<file path="src/rtl/rv16_mul_arbiter.sv">
// rv16_mul_arbiter: two-requester round-robin front end for a shared
// multi-cycle multiplier. Each request is issued once, and the arbiter waits
// for the result or a timeout. The result is then held until the owning
// requester takes it.
module rv16_mul_arbiter #(
  parameter int unsigned TIMEOUT = 8
) (
  input  logic        clk,
  input  logic        rst_n,
  input  logic        r0_req_valid,
  input  logic        r1_req_valid,
  output logic        r0_req_ready,
  output logic        r1_req_ready,
  input  logic [31:0] r0_op_a,
  input  logic [31:0] r0_op_b,
  input  logic [31:0] r1_op_a,
  input  logic [31:0] r1_op_b,
  output logic        r0_rsp_valid,
  output logic        r1_rsp_valid,
  input  logic        r0_rsp_ready,
  input  logic        r1_rsp_ready,
  output logic [31:0] rsp_data,
  output logic        rsp_err,
  output logic        mul_start,
  output logic [31:0] mul_op_a,
  output logic [31:0] mul_op_b,
  input  logic [31:0] mul_result,
  input  logic        mul_done,
  input  logic        mul_busy
);

  typedef enum logic [1:0] {IDLE, ISSUE, WAIT, RESP} state_t;

  // Abort threshold, compared against the post-increment wait count.
  localparam logic [7:0] TIMEOUT_CNT = 8'(TIMEOUT);

  state_t      state_reg, state_next;
  logic        ptr_reg, ptr_next;      // preferred requester (0 = r0)
  logic        grant_reg, grant_next;  // requester owning the current operation
  logic [31:0] op_a_reg, op_a_next;
  logic [31:0] op_b_reg, op_b_next;
  logic [7:0]  cnt_reg, cnt_next;
  logic [31:0] data_reg, data_next;
  logic        err_reg, err_next;
  logic        pick;                   // requester that would win this cycle

  assign rsp_data = data_reg;
  assign rsp_err  = err_reg;
  assign mul_op_a = op_a_reg;
  assign mul_op_b = op_b_reg;

  // Round-robin choice: r1 wins if it is alone, or if both ask and it is preferred.
  assign pick = r1_req_valid & (ptr_reg | ~r0_req_valid);

  // State and datapath registers; reset drops any in-flight operation silently.
  always_ff @(posedge clk or negedge rst_n) begin
    if (!rst_n) begin
      state_reg <= IDLE;
      ptr_reg   <= 1'b0;
      grant_reg <= 1'b0;
      op_a_reg  <= '0;
      op_b_reg  <= '0;
      cnt_reg   <= '0;
      data_reg  <= '0;
      err_reg   <= 1'b0;
    end else begin
      state_reg <= state_next;
      ptr_reg   <= ptr_next;
      grant_reg <= grant_next;
      op_a_reg  <= op_a_next;
      op_b_reg  <= op_b_next;
      cnt_reg   <= cnt_next;
      data_reg  <= data_next;
      err_reg   <= err_next;
    end
  end

  // Next-state and handshake outputs for the IDLE/ISSUE/WAIT/RESP sequence.
  always_comb begin
    state_next   = state_reg;
    ptr_next     = ptr_reg;
    grant_next   = grant_reg;
    op_a_next    = op_a_reg;
    op_b_next    = op_b_reg;
    cnt_next     = cnt_reg;
    data_next    = data_reg;
    err_next     = err_reg;
    r0_req_ready = 1'b0;
    r1_req_ready = 1'b0;
    r0_rsp_valid = 1'b0;
    r1_rsp_valid = 1'b0;
    mul_start    = 1'b0;
    case (state_reg)
      IDLE: begin
        // Ready is gated by rst_n so no acceptance is advertised while held in reset.
        if (rst_n && (r0_req_valid || r1_req_valid)) begin
          r0_req_ready = ~pick;
          r1_req_ready = pick;
          grant_next   = pick;
          op_a_next    = pick ? r1_op_a : r0_op_a;
          op_b_next    = pick ? r1_op_b : r0_op_b;
          state_next   = ISSUE;
        end
      end
      ISSUE: begin
        if (!mul_busy) begin
          mul_start  = 1'b1;
          cnt_next   = '0;
          state_next = WAIT;
        end
      end
      WAIT: begin
        cnt_next = cnt_reg + 8'd1;
        if (mul_done) begin
          data_next  = mul_result;
          err_next   = 1'b0;
          state_next = RESP;
        end else if (cnt_next == TIMEOUT_CNT) begin
          data_next  = '0;
          err_next   = 1'b1;
          state_next = RESP;
        end
      end
      RESP: begin
        r0_rsp_valid = ~grant_reg;
        r1_rsp_valid = grant_reg;
        if (grant_reg ? r1_rsp_ready : r0_rsp_ready) begin
          ptr_next   = ~grant_reg;
          state_next = IDLE;
        end
      end
      default: state_next = IDLE;
    endcase
  end

endmodule

</file>
<file path="config.mk">
export PLATFORM = sky130hd
export DESIGN_NAME = rv16_mul_arbiter
export DESIGN_NICKNAME = d
export VERILOG_FILES = /design/src/rtl/rv16_mul_arbiter.sv
export SDC_FILE = /design/constraint.sdc
export NUM_CORES = 1
export LEC_CHECK = 0
export BUFFER_PORTS_ARGS = -buffer_cell sky130_fd_sc_hd__buf_2
export CORE_MARGIN = 2
export CORE_UTILIZATION = 50
export CTS_BUF_LIST = sky130_fd_sc_hd__clkbuf_16
export DETAILED_ROUTE_END_ITERATION = 10
export PLACE_DENSITY = 0.87
export SETUP_SLACK_MARGIN = 0.15
export SYNTH_ARGS = -nofsm -noshare
export SYNTH_HDL_FRONTEND = slang
export SYNTH_SLANG_ARGS = --single-unit
</file>
<file path="constraint.sdc">
create_clock -name clk -period 3.9 [get_ports clk]
set_clock_uncertainty 0.05 [all_clocks]
set_input_delay 0.39 -clock clk [delete_from_list [all_inputs] [get_ports clk]]
set_output_delay 0.39 -clock clk [all_outputs]
set_load 0.005 [all_outputs]
</file>
==> flow_results.xml, run 1 <==
<?xml version="1.0" encoding="UTF-8"?>
<metrics>
  <group name="placed_design">
    <metric name="dp_cells" unit="">887</metric>
    <metric name="dp_hpwl" unit="mm">11.1</metric>
    <metric name="gpl.final_weighted_congestion" unit="">0.820</metric>
    <metric name="dp_worst_setup_slack" unit="ns">1.58</metric>
    <metric name="port_buffers" unit="">269</metric>
  </group>
  <group name="sta">
    <metric name="post-route-min-period" unit="ns">2.68</metric>
    <metric name="max_slew.worst_pin.slew" unit="ns">1.22</metric>
    <metric name="finalHoldViolCount" unit="">0</metric>
    <metric name="setup_tns" unit="ns">0</metric>
    <metric name="max-slew-margin-rel" unit="%">18.6</metric>
    <metric name="timing.fmax" unit="MHz">373</metric>
    <metric name="post-route-period-util" unit="%">68.7</metric>
    <metric name="maxSlewViolCount" unit="">0</metric>
    <metric name="report.final.setup_viol" unit="">0</metric>
    <metric name="grt_setup_unrepaired" unit="">false</metric>
    <metric name="final_critical_path_setup_slack" unit="ns">1.22</metric>
  </group>
  <group name="floorplan">
    <metric name="die_y" unit="um">107</metric>
    <metric name="fp-row-count" unit="">37</metric>
    <metric name="initial_standard_cell_utilization_of_the_core" unit="%">51.6</metric>
    <metric name="io-pin-count" unit="">270</metric>
    <metric name="fp.dieW" unit="um">107</metric>
    <metric name="design.die.area" unit="um^2">11500</metric>
    <metric name="core_area" unit="um^2">10300</metric>
  </group>
  <group name="logic_synthesis">
    <metric name="yosys-top-cells-area" unit="">sky130_fd_sc_hd__dfrtp_1, sky130_fd_sc_hd__mux2i_1, sky130_fd_sc_hd__o21ai_0</metric>
    <metric name="synth_area" unit="um^2">5330</metric>
    <metric name="post_synth_most_frequent_cells" unit="">sky130_fd_sc_hd__dfrtp_1, sky130_fd_sc_hd__nand2_1, sky130_fd_sc_hd__o21ai_0</metric>
    <metric name="synth-edff-count" unit="">0</metric>
    <metric name="synth_seq_cells" unit="">109</metric>
    <metric name="post-synth-top-count-cell" unit="">sky130_fd_sc_hd__dfrtp_1</metric>
    <metric name="synth_fp_nets" unit="">689</metric>
    <metric name="netlist.top_cell.by_area" unit="">sky130_fd_sc_hd__dfrtp_1</metric>
    <metric name="synthesis.area_per_instance" unit="um^2">10.3</metric>
    <metric name="synthFlopType" unit="">sky130_fd_sc_hd__dfrtp_1</metric>
    <metric name="synthArstFlopShare" unit="%">100</metric>
    <metric name="post_synth_inst_count" unit="">516</metric>
    <metric name="seq_area_frac_synth" unit="%">51.2</metric>
    <metric name="synth_cell_types" unit="">34</metric>
    <metric name="yosys_warnings" unit="">0</metric>
    <metric name="yosysTopAreaCellShare" unit="%">51.2</metric>
  </group>
  <group name="power_and_ir_drop">
    <metric name="leakagePower" unit="nW">3.64</metric>
    <metric name="pwr-share-comb" unit="%">36.9</metric>
    <metric name="seq_power_share" unit="%">42.2</metric>
    <metric name="power.clock.fraction" unit="%">20.9</metric>
    <metric name="ir_drop" unit="mV">0.343</metric>
    <metric name="intPower" unit="W">0.00298</metric>
    <metric name="cellPowerDensity" unit="nW/um^2">652</metric>
    <metric name="finalPower" unit="W">0.00459</metric>
    <metric name="power_switching" unit="W">0.00161</metric>
    <metric name="power.switching_fraction" unit="%">35.2</metric>
  </group>
  <group name="global_route">
    <metric name="globalRoute.totalOverflow" unit="">0</metric>
    <metric name="number_of_antenna_violations_at_the_first_check_in_global_routing" unit="">3</metric>
    <metric name="number_of_global_route_vias_before_repair" unit="">4831</metric>
    <metric name="grt_max_degree" unit="">132</metric>
    <metric name="wire_length_of_the_first_global_routing_pass" unit="mm">23.6</metric>
    <metric name="grtUsageTotal" unit="%">25.7</metric>
  </group>
  <group name="worst_setup_path">
    <metric name="timing.critical_path.cells" unit="">dlygate4sd3_1 -&gt; buf_4 -&gt; o211ai_1 -&gt; buf_12 -&gt; nor2_1 -&gt; buf_2</metric>
    <metric name="timing.critical_path.to_type" unit="">output pin</metric>
    <metric name="critical_setup_path_kind" unit="">input pin to output pin</metric>
    <metric name="critPathMaxFanout" unit="">131</metric>
    <metric name="reg2reg_to" unit="">state_reg[0]$_DFFE_PN0P_</metric>
    <metric name="critical-path-max-stage-delay" unit="ns">0.53</metric>
    <metric name="regToRegSetupSlack" unit="ns">1.60</metric>
    <metric name="reg2reg_depth" unit="">5</metric>
    <metric name="critical_path.reg2reg.startpoint" unit="">state_reg[0]$_DFFE_PN0P_</metric>
    <metric name="critPathSlowestCell" unit="">sky130_fd_sc_hd__dlygate4sd3_1</metric>
    <metric name="worst-endpoint-required" unit="ns">3.46</metric>
    <metric name="worstPathArrival" unit="ns">2.24</metric>
    <metric name="timing.critical_path.from_type" unit="">input pin</metric>
  </group>
  <group name="cts">
    <metric name="clock_tree.buffer_depth" unit="">2</metric>
    <metric name="cts_max_level" unit="">3</metric>
    <metric name="cts_num_sinks" unit="">109</metric>
    <metric name="worst_setup_hold_path_clk_slew" unit="ns">0.07</metric>
    <metric name="clock_tree_from_tritoncts" unit="">built</metric>
    <metric name="clkLatencyLatePin" unit="ns">0.33</metric>
    <metric name="cts_repair_resize_count" unit="">0</metric>
    <metric name="cts-buffers-inserted" unit="">9</metric>
    <metric name="clockRootBuffer" unit="">sky130_fd_sc_hd__clkbuf_16</metric>
  </group>
  <group name="cells_and_area">
    <metric name="final_layout_size_suffix_gt1_share" unit="%">38.5</metric>
    <metric name="syn2layout_area_growth" unit="%">32.1</metric>
    <metric name="final_net_count" unit="">936</metric>
    <metric name="fin_cells" unit="">906</metric>
  </group>
  <group name="routing">
    <metric name="routedWlPerCell" unit="um">16.6</metric>
    <metric name="firstDrtPassIters" unit="">4</metric>
    <metric name="route.final.wire_length" unit="mm">15.1</metric>
    <metric name="num_vias" unit="">4894</metric>
    <metric name="drcViolationCount" unit="">0</metric>
    <metric name="via_per_inst" unit="">5.40</metric>
    <metric name="final_antenna_net_count" unit="">0</metric>
    <metric name="dr.first_iter.drc_count" unit="">364</metric>
  </group>
  <group name="min_path">
    <metric name="worst_hold_endpoint" unit="">rsp_data[9]$_DFFE_PN0P_</metric>
    <metric name="hold_path.startpoint" unit="">mul_result[9]</metric>
    <metric name="hold_path_class" unit="">input pin to flop</metric>
    <metric name="min_delay_path_depth" unit="">2</metric>
  </group>
  <group name="status">
    <metric name="outcome" unit="">finished, final reports clean</metric>
  </group>
  <group name="job">
    <metric name="max_cap_violations" unit="">0</metric>
  </group>
</metrics>
-- final cells by class --
| cell class | count | area [um^2] |
|---|---|---|
| antenna | 3 | 7.51 |
| timing repair buffer | 276 | 1420 |
| clock inverter | 6 | 87.6 |
| inverter | 4 | 15.0 |
| fill | 785 | 3290 |
| tap | 136 | 170 |
| multi-input combinational | 363 | 2390 |
| sequential | 109 | 2730 |
| clock buffer | 9 | 225 |
-- worst max-delay path by stage --
stage	from	end	depth (start not counted)
after floorplan	cnt_reg[0]$_DFFE_PN0P_	rsp_data[22]$_DFFE_PN0P_	6
after global placement	state_reg[0]$_DFFE_PN0P_	state_reg[0]$_DFFE_PN0P_	5
after detailed placement	state_reg[0]$_DFFE_PN0P_	state_reg[0]$_DFFE_PN0P_	5
after CTS	rst_n	r1_req_ready	6
after global routing	rst_n	r1_req_ready	6
final	rst_n	r1_req_ready	6
-- cells by family (layout without fill, tap and decap cells) --
group | after synthesis | count (layout) | synth area share (%)
and+or+nand+nor | 136 | 136 | 12.1
other | 0 | 3 | 0
muxes | 70 | 70 | 13.2
adders and majority gates | 5 | 5 | 1.17
DFF | 109 | 109 | 51.2
AOI/OAI and AO/OA | 152 | 152 | 18.1
buffers and inverters | 44 | 295 | 4.20
-- power by group through the flow --
stage	Sequential [W]	Combinational [W]	Clock, W
detailed placement	0.00194	0.00171	0
CTS	0.00193	0.00171	0.000982
floorplan	0.00194	0.000923	0
global route	0.00199	0.00191	0.00103
global placement	0.00192	0.00163	0
finish	0.00193	0.00169	0.000961
-- metal layers --
layer / track usage (%) / wire length [um] / vias up
li1: - / - / 2338
met1: 32.1 / 6070 / 2319
met2: 43.5 / 7520 / 208
met3: 5.47 / 1070 / 29
met4: 9.65 / 402 / 0
met5: 0 / 0 / -
-- metrics by stage --
stage,utilization [%],hold WS (ns),area [um^2]
3_3_place_gp,64.9,0.322,6710
5_1_grt,68.1,0.222,7040
6_report,68.1,0.230,7040
2_1_floorplan,-,0.0444,5330
4_1_cts,68.1,0.217,7030
3_5_place_dp,64.9,0.334,6710
-- layout by cell type, fill, tap and decap left out, types with 2 or more instances in the layout --
cell	n
sky130_fd_sc_hd__buf_2	268
sky130_fd_sc_hd__dfrtp_1	109
sky130_fd_sc_hd__nand2_1	75
sky130_fd_sc_hd__o21ai_0	72
sky130_fd_sc_hd__mux2i_1	69
sky130_fd_sc_hd__a21oi_1	33
sky130_fd_sc_hd__nand2b_1	33
sky130_fd_sc_hd__a221o_1	32
sky130_fd_sc_hd__nor2_1	9
sky130_fd_sc_hd__clkbuf_16	9
sky130_fd_sc_hd__buf_4	6
sky130_fd_sc_hd__inv_1	5
sky130_fd_sc_hd__ha_1	5
sky130_fd_sc_hd__and2_1	4
sky130_fd_sc_hd__nand3_1	4
sky130_fd_sc_hd__diode_2	3
sky130_fd_sc_hd__nor2b_1	3
sky130_fd_sc_hd__nand4_1	3
sky130_fd_sc_hd__nor3_1	3
sky130_fd_sc_hd__o211ai_1	2
sky130_fd_sc_hd__a21oi_2	2
sky130_fd_sc_hd__a211oi_1	2
sky130_fd_sc_hd__bufinv_16	2
sky130_fd_sc_hd__clkinvlp_4	2
-- timing repair --
action,CTS,global route
hold buffers,1,0
buffers inserted,0,0
setup endpoints to repair,0,0
hold endpoints to repair,35,0
-- worst max-delay path, delay by kind of cell --
family	cells	cell delay, ns
buf+inv	4	1.38
simple gates	1	0.18
compound gates	1	0.24
Power figures use the tool's default switching activity.
==> run 2: changes to the inputs <==
Settings changed: CORE_UTILIZATION 50 to 42, PLACE_DENSITY 0.87 to 0.78.
Clock period 3.9 ns to 2.2 ns, I/O delays scaled along.
==> flow_results.xml, run 2 (same netlist as run 1, synthesis figures left out) <==
<?xml version="1.0" encoding="UTF-8"?>
<metrics>
  <group name="status">
    <metric name="outcome" unit="">finished, final reports clean</metric>
  </group>
  <group name="min_path">
    <metric name="hold_path_class" unit="">input pin to flop</metric>
    <metric name="hold_path.startpoint" unit="">mul_result[16]</metric>
    <metric name="worst_hold_endpoint" unit="">rsp_data[16]$_DFFE_PN0P_</metric>
    <metric name="min_delay_path_depth" unit="">2</metric>
  </group>
  <group name="cts">
    <metric name="worst_setup_hold_path_clk_slew" unit="ns">0.07</metric>
    <metric name="clkLatencyLatePin" unit="ns">0.34</metric>
    <metric name="clockRootBuffer" unit="">sky130_fd_sc_hd__clkbuf_16</metric>
    <metric name="cts_num_sinks" unit="">109</metric>
    <metric name="clock_tree_from_tritoncts" unit="">built</metric>
    <metric name="clock_tree.buffer_depth" unit="">2</metric>
    <metric name="cts-buffers-inserted" unit="">9</metric>
    <metric name="cts_max_level" unit="">3</metric>
  </group>
  <group name="placed_design">
    <metric name="dp_hpwl" unit="mm">10.4</metric>
    <metric name="gpl.final_weighted_congestion" unit="">0.785</metric>
    <metric name="dp_cells" unit="">928</metric>
    <metric name="dp_worst_setup_slack" unit="ns">0.308</metric>
    <metric name="port_buffers" unit="">269</metric>
    <metric name="detailed_place.area" unit="um^2">6830</metric>
  </group>
  <group name="power_and_ir_drop">
    <metric name="cellPowerDensity" unit="nW/um^2">1130</metric>
    <metric name="finalPower" unit="W">0.00811</metric>
    <metric name="ir_drop" unit="mV">0.500</metric>
    <metric name="leakagePower" unit="nW">3.69</metric>
  </group>
  <group name="global_route">
    <metric name="grt.met3_usage" unit="%">5.60</metric>
    <metric name="gr-usage-met1" unit="%">25.6</metric>
    <metric name="grt_max_degree" unit="">86</metric>
    <metric name="number_of_antenna_violations_at_the_first_check_in_global_routing" unit="">1</metric>
    <metric name="wire_length_of_the_first_global_routing_pass" unit="mm">21.4</metric>
    <metric name="grt_busiest_layer" unit="">met2</metric>
    <metric name="number_of_global_route_vias_before_repair" unit="">4352</metric>
    <metric name="grtUsageMet2" unit="%">32.6</metric>
    <metric name="globalRoute.totalOverflow" unit="">0</metric>
    <metric name="grtUsageTotal" unit="%">20.1</metric>
  </group>
  <group name="floorplan">
    <metric name="fp.dieW" unit="um">117</metric>
    <metric name="die_y" unit="um">117</metric>
    <metric name="design.die.area" unit="um^2">13600</metric>
    <metric name="fp-row-count" unit="">41</metric>
    <metric name="initial_standard_cell_utilization_of_the_core" unit="%">42.6</metric>
    <metric name="core_area" unit="um^2">12500</metric>
    <metric name="io-pin-count" unit="">270</metric>
  </group>
  <group name="routing">
    <metric name="num_vias" unit="">4788</metric>
    <metric name="final_antenna_net_count" unit="">0</metric>
    <metric name="firstDrtPassIters" unit="">4</metric>
    <metric name="via_per_inst" unit="">5.03</metric>
    <metric name="routedWlPerCell" unit="um">14.9</metric>
    <metric name="drcViolationCount" unit="">0</metric>
    <metric name="route.final.wire_length" unit="mm">14.2</metric>
    <metric name="dr.first_iter.drc_count" unit="">232</metric>
  </group>
  <group name="sta">
    <metric name="post-route-min-period" unit="ns">1.93</metric>
    <metric name="post-route-period-util" unit="%">87.8</metric>
    <metric name="max_slew.worst_pin.slew" unit="ns">0.892</metric>
    <metric name="max-slew-margin-rel" unit="%">40.5</metric>
    <metric name="timing.fmax" unit="MHz">518</metric>
    <metric name="report.final.setup_viol" unit="">0</metric>
    <metric name="maxSlewViolCount" unit="">0</metric>
    <metric name="grt_setup_unrepaired" unit="">false</metric>
    <metric name="finalHoldViolCount" unit="">0</metric>
    <metric name="setup_tns" unit="ns">0</metric>
    <metric name="final_critical_path_setup_slack" unit="ns">0.268</metric>
  </group>
  <group name="worst_setup_path">
    <metric name="reg2reg_depth" unit="">4</metric>
    <metric name="timing.critical_path.from_type" unit="">flop</metric>
    <metric name="worst-path-buf-inv" unit="">3</metric>
    <metric name="regToRegSetupSlack" unit="ns">0.29</metric>
    <metric name="critical-path-max-stage-delay" unit="ns">0.43</metric>
    <metric name="critPathMaxFanout" unit="">7</metric>
    <metric name="timing.critical_path.cells" unit="">inv_2 -&gt; ha_2 -&gt; o211ai_1 -&gt; buf_4 -&gt; nor2b_1 -&gt; buf_2</metric>
    <metric name="critical_path.reg2reg.startpoint" unit="">cnt_reg[3]$_DFFE_PN0P_</metric>
    <metric name="reg2reg_to" unit="">rsp_data[0]$_DFFE_PN0P_</metric>
    <metric name="worstPathArrival" unit="ns">1.66</metric>
    <metric name="critPathSlowestCell" unit="">sky130_fd_sc_hd__dfrtp_1</metric>
    <metric name="critical_setup_path_kind" unit="">flop to output pin</metric>
    <metric name="timing.critical_path.to_type" unit="">output pin</metric>
    <metric name="worst-endpoint-required" unit="ns">1.93</metric>
    <metric name="critical-path-top-delay-family" unit="">flip-flops</metric>
  </group>
  <group name="cells_and_area">
    <metric name="final_layout_size_suffix_gt1_share" unit="%">39.6</metric>
    <metric name="layout_common_cells" unit="">sky130_fd_sc_hd__buf_2, sky130_fd_sc_hd__dfrtp_1, sky130_fd_sc_hd__nand2_1</metric>
    <metric name="final_net_count" unit="">945</metric>
    <metric name="layout.cell_area.non_filler" unit="um^2">7170</metric>
    <metric name="fin_cells" unit="">951</metric>
    <metric name="syn2layout_area_growth" unit="%">34.7</metric>
    <metric name="layout.cells.most_common" unit="">sky130_fd_sc_hd__buf_2</metric>
  </group>
  <group name="job">
    <metric name="max_cap_violations" unit="">0</metric>
  </group>
</metrics>
==> run 2: timing repair <==
item,in CTS,in global routing
setup endpoints to repair,2,1
setup buffers,2,2
pin swaps,1,1
hold endpoints to repair,40,0
resized for setup,0,3
hold buffers,1,0
==> run 2: metal layers <==
layer	routed length (um)	up-vias	part of all wire, %
met5	0	-	0
met2	6660	173	47
met3	1250	19	8.8
met1	5960	2239	42
met4	299	0	2.1
li1	-	2357	-
==> run 2: how the worst max path moves through the flow <==
stage,startpoint,end,slack [ns],cells past startpoint
after floorplan,cnt_reg[0]$_DFFE_PN0P_,rsp_data[22]$_DFFE_PN0P_,0.49,6
after global placement,cnt_reg[4]$_DFFE_PN0P_,state_reg[1]$_DFFE_PN0P_,0.36,4
after global routing,state_reg[0]$_DFFE_PN0P_,r0_req_ready,0.16,6
after CTS,state_reg[0]$_DFFE_PN0P_,r0_req_ready,0.20,6
after detailed placement,cnt_reg[3]$_DFFE_PN0P_,rsp_data[2]$_DFFE_PN0P_,0.31,4
final,state_reg[0]$_DFFE_PN0P_,r0_req_ready,0.27,6
==> run 2: where the power goes <==
group	switching [W]	leakage, nW	internal [W]
combinational	0.00158	2.24	0.00152
sequential	0.000537	1.30	0.00285
clock	0.000735	0.145	0.000889
total	0.00285	3.69	0.00526
==> run 2: stage by stage <==
step           hold slack (ns)  util [%]
6_report                0.0481      57.3
2_1_floorplan           -0.126         -
3_5_place_dp             0.281      54.5
4_1_cts                 0.0398      57.1
5_1_grt                 0.0460      57.3
3_3_place_gp             0.278      54.5
==> run 2: final cells by class <==
cell class / count / area (um^2)
timing repair buffer: 285 / 1520
tap: 172 / 215
sequential: 109 / 2730
fill: 1152 / 5340
inverter: 4 / 15.0
clock buffer: 9 / 225
antenna: 2 / 5.00
clock inverter: 7 / 75.1
multi-input combinational: 363 / 2390
==> run 2: worst reg2reg max path, cell delays in order (launching register included) <==
cell and delay (ns):
sky130_fd_sc_hd__dfrtp_1 0.43, sky130_fd_sc_hd__and2_1 0.20, sky130_fd_sc_hd__mux2_2 0.66, sky130_fd_sc_hd__a21oi_1 0.17, sky130_fd_sc_hd__a221o_1 0.29
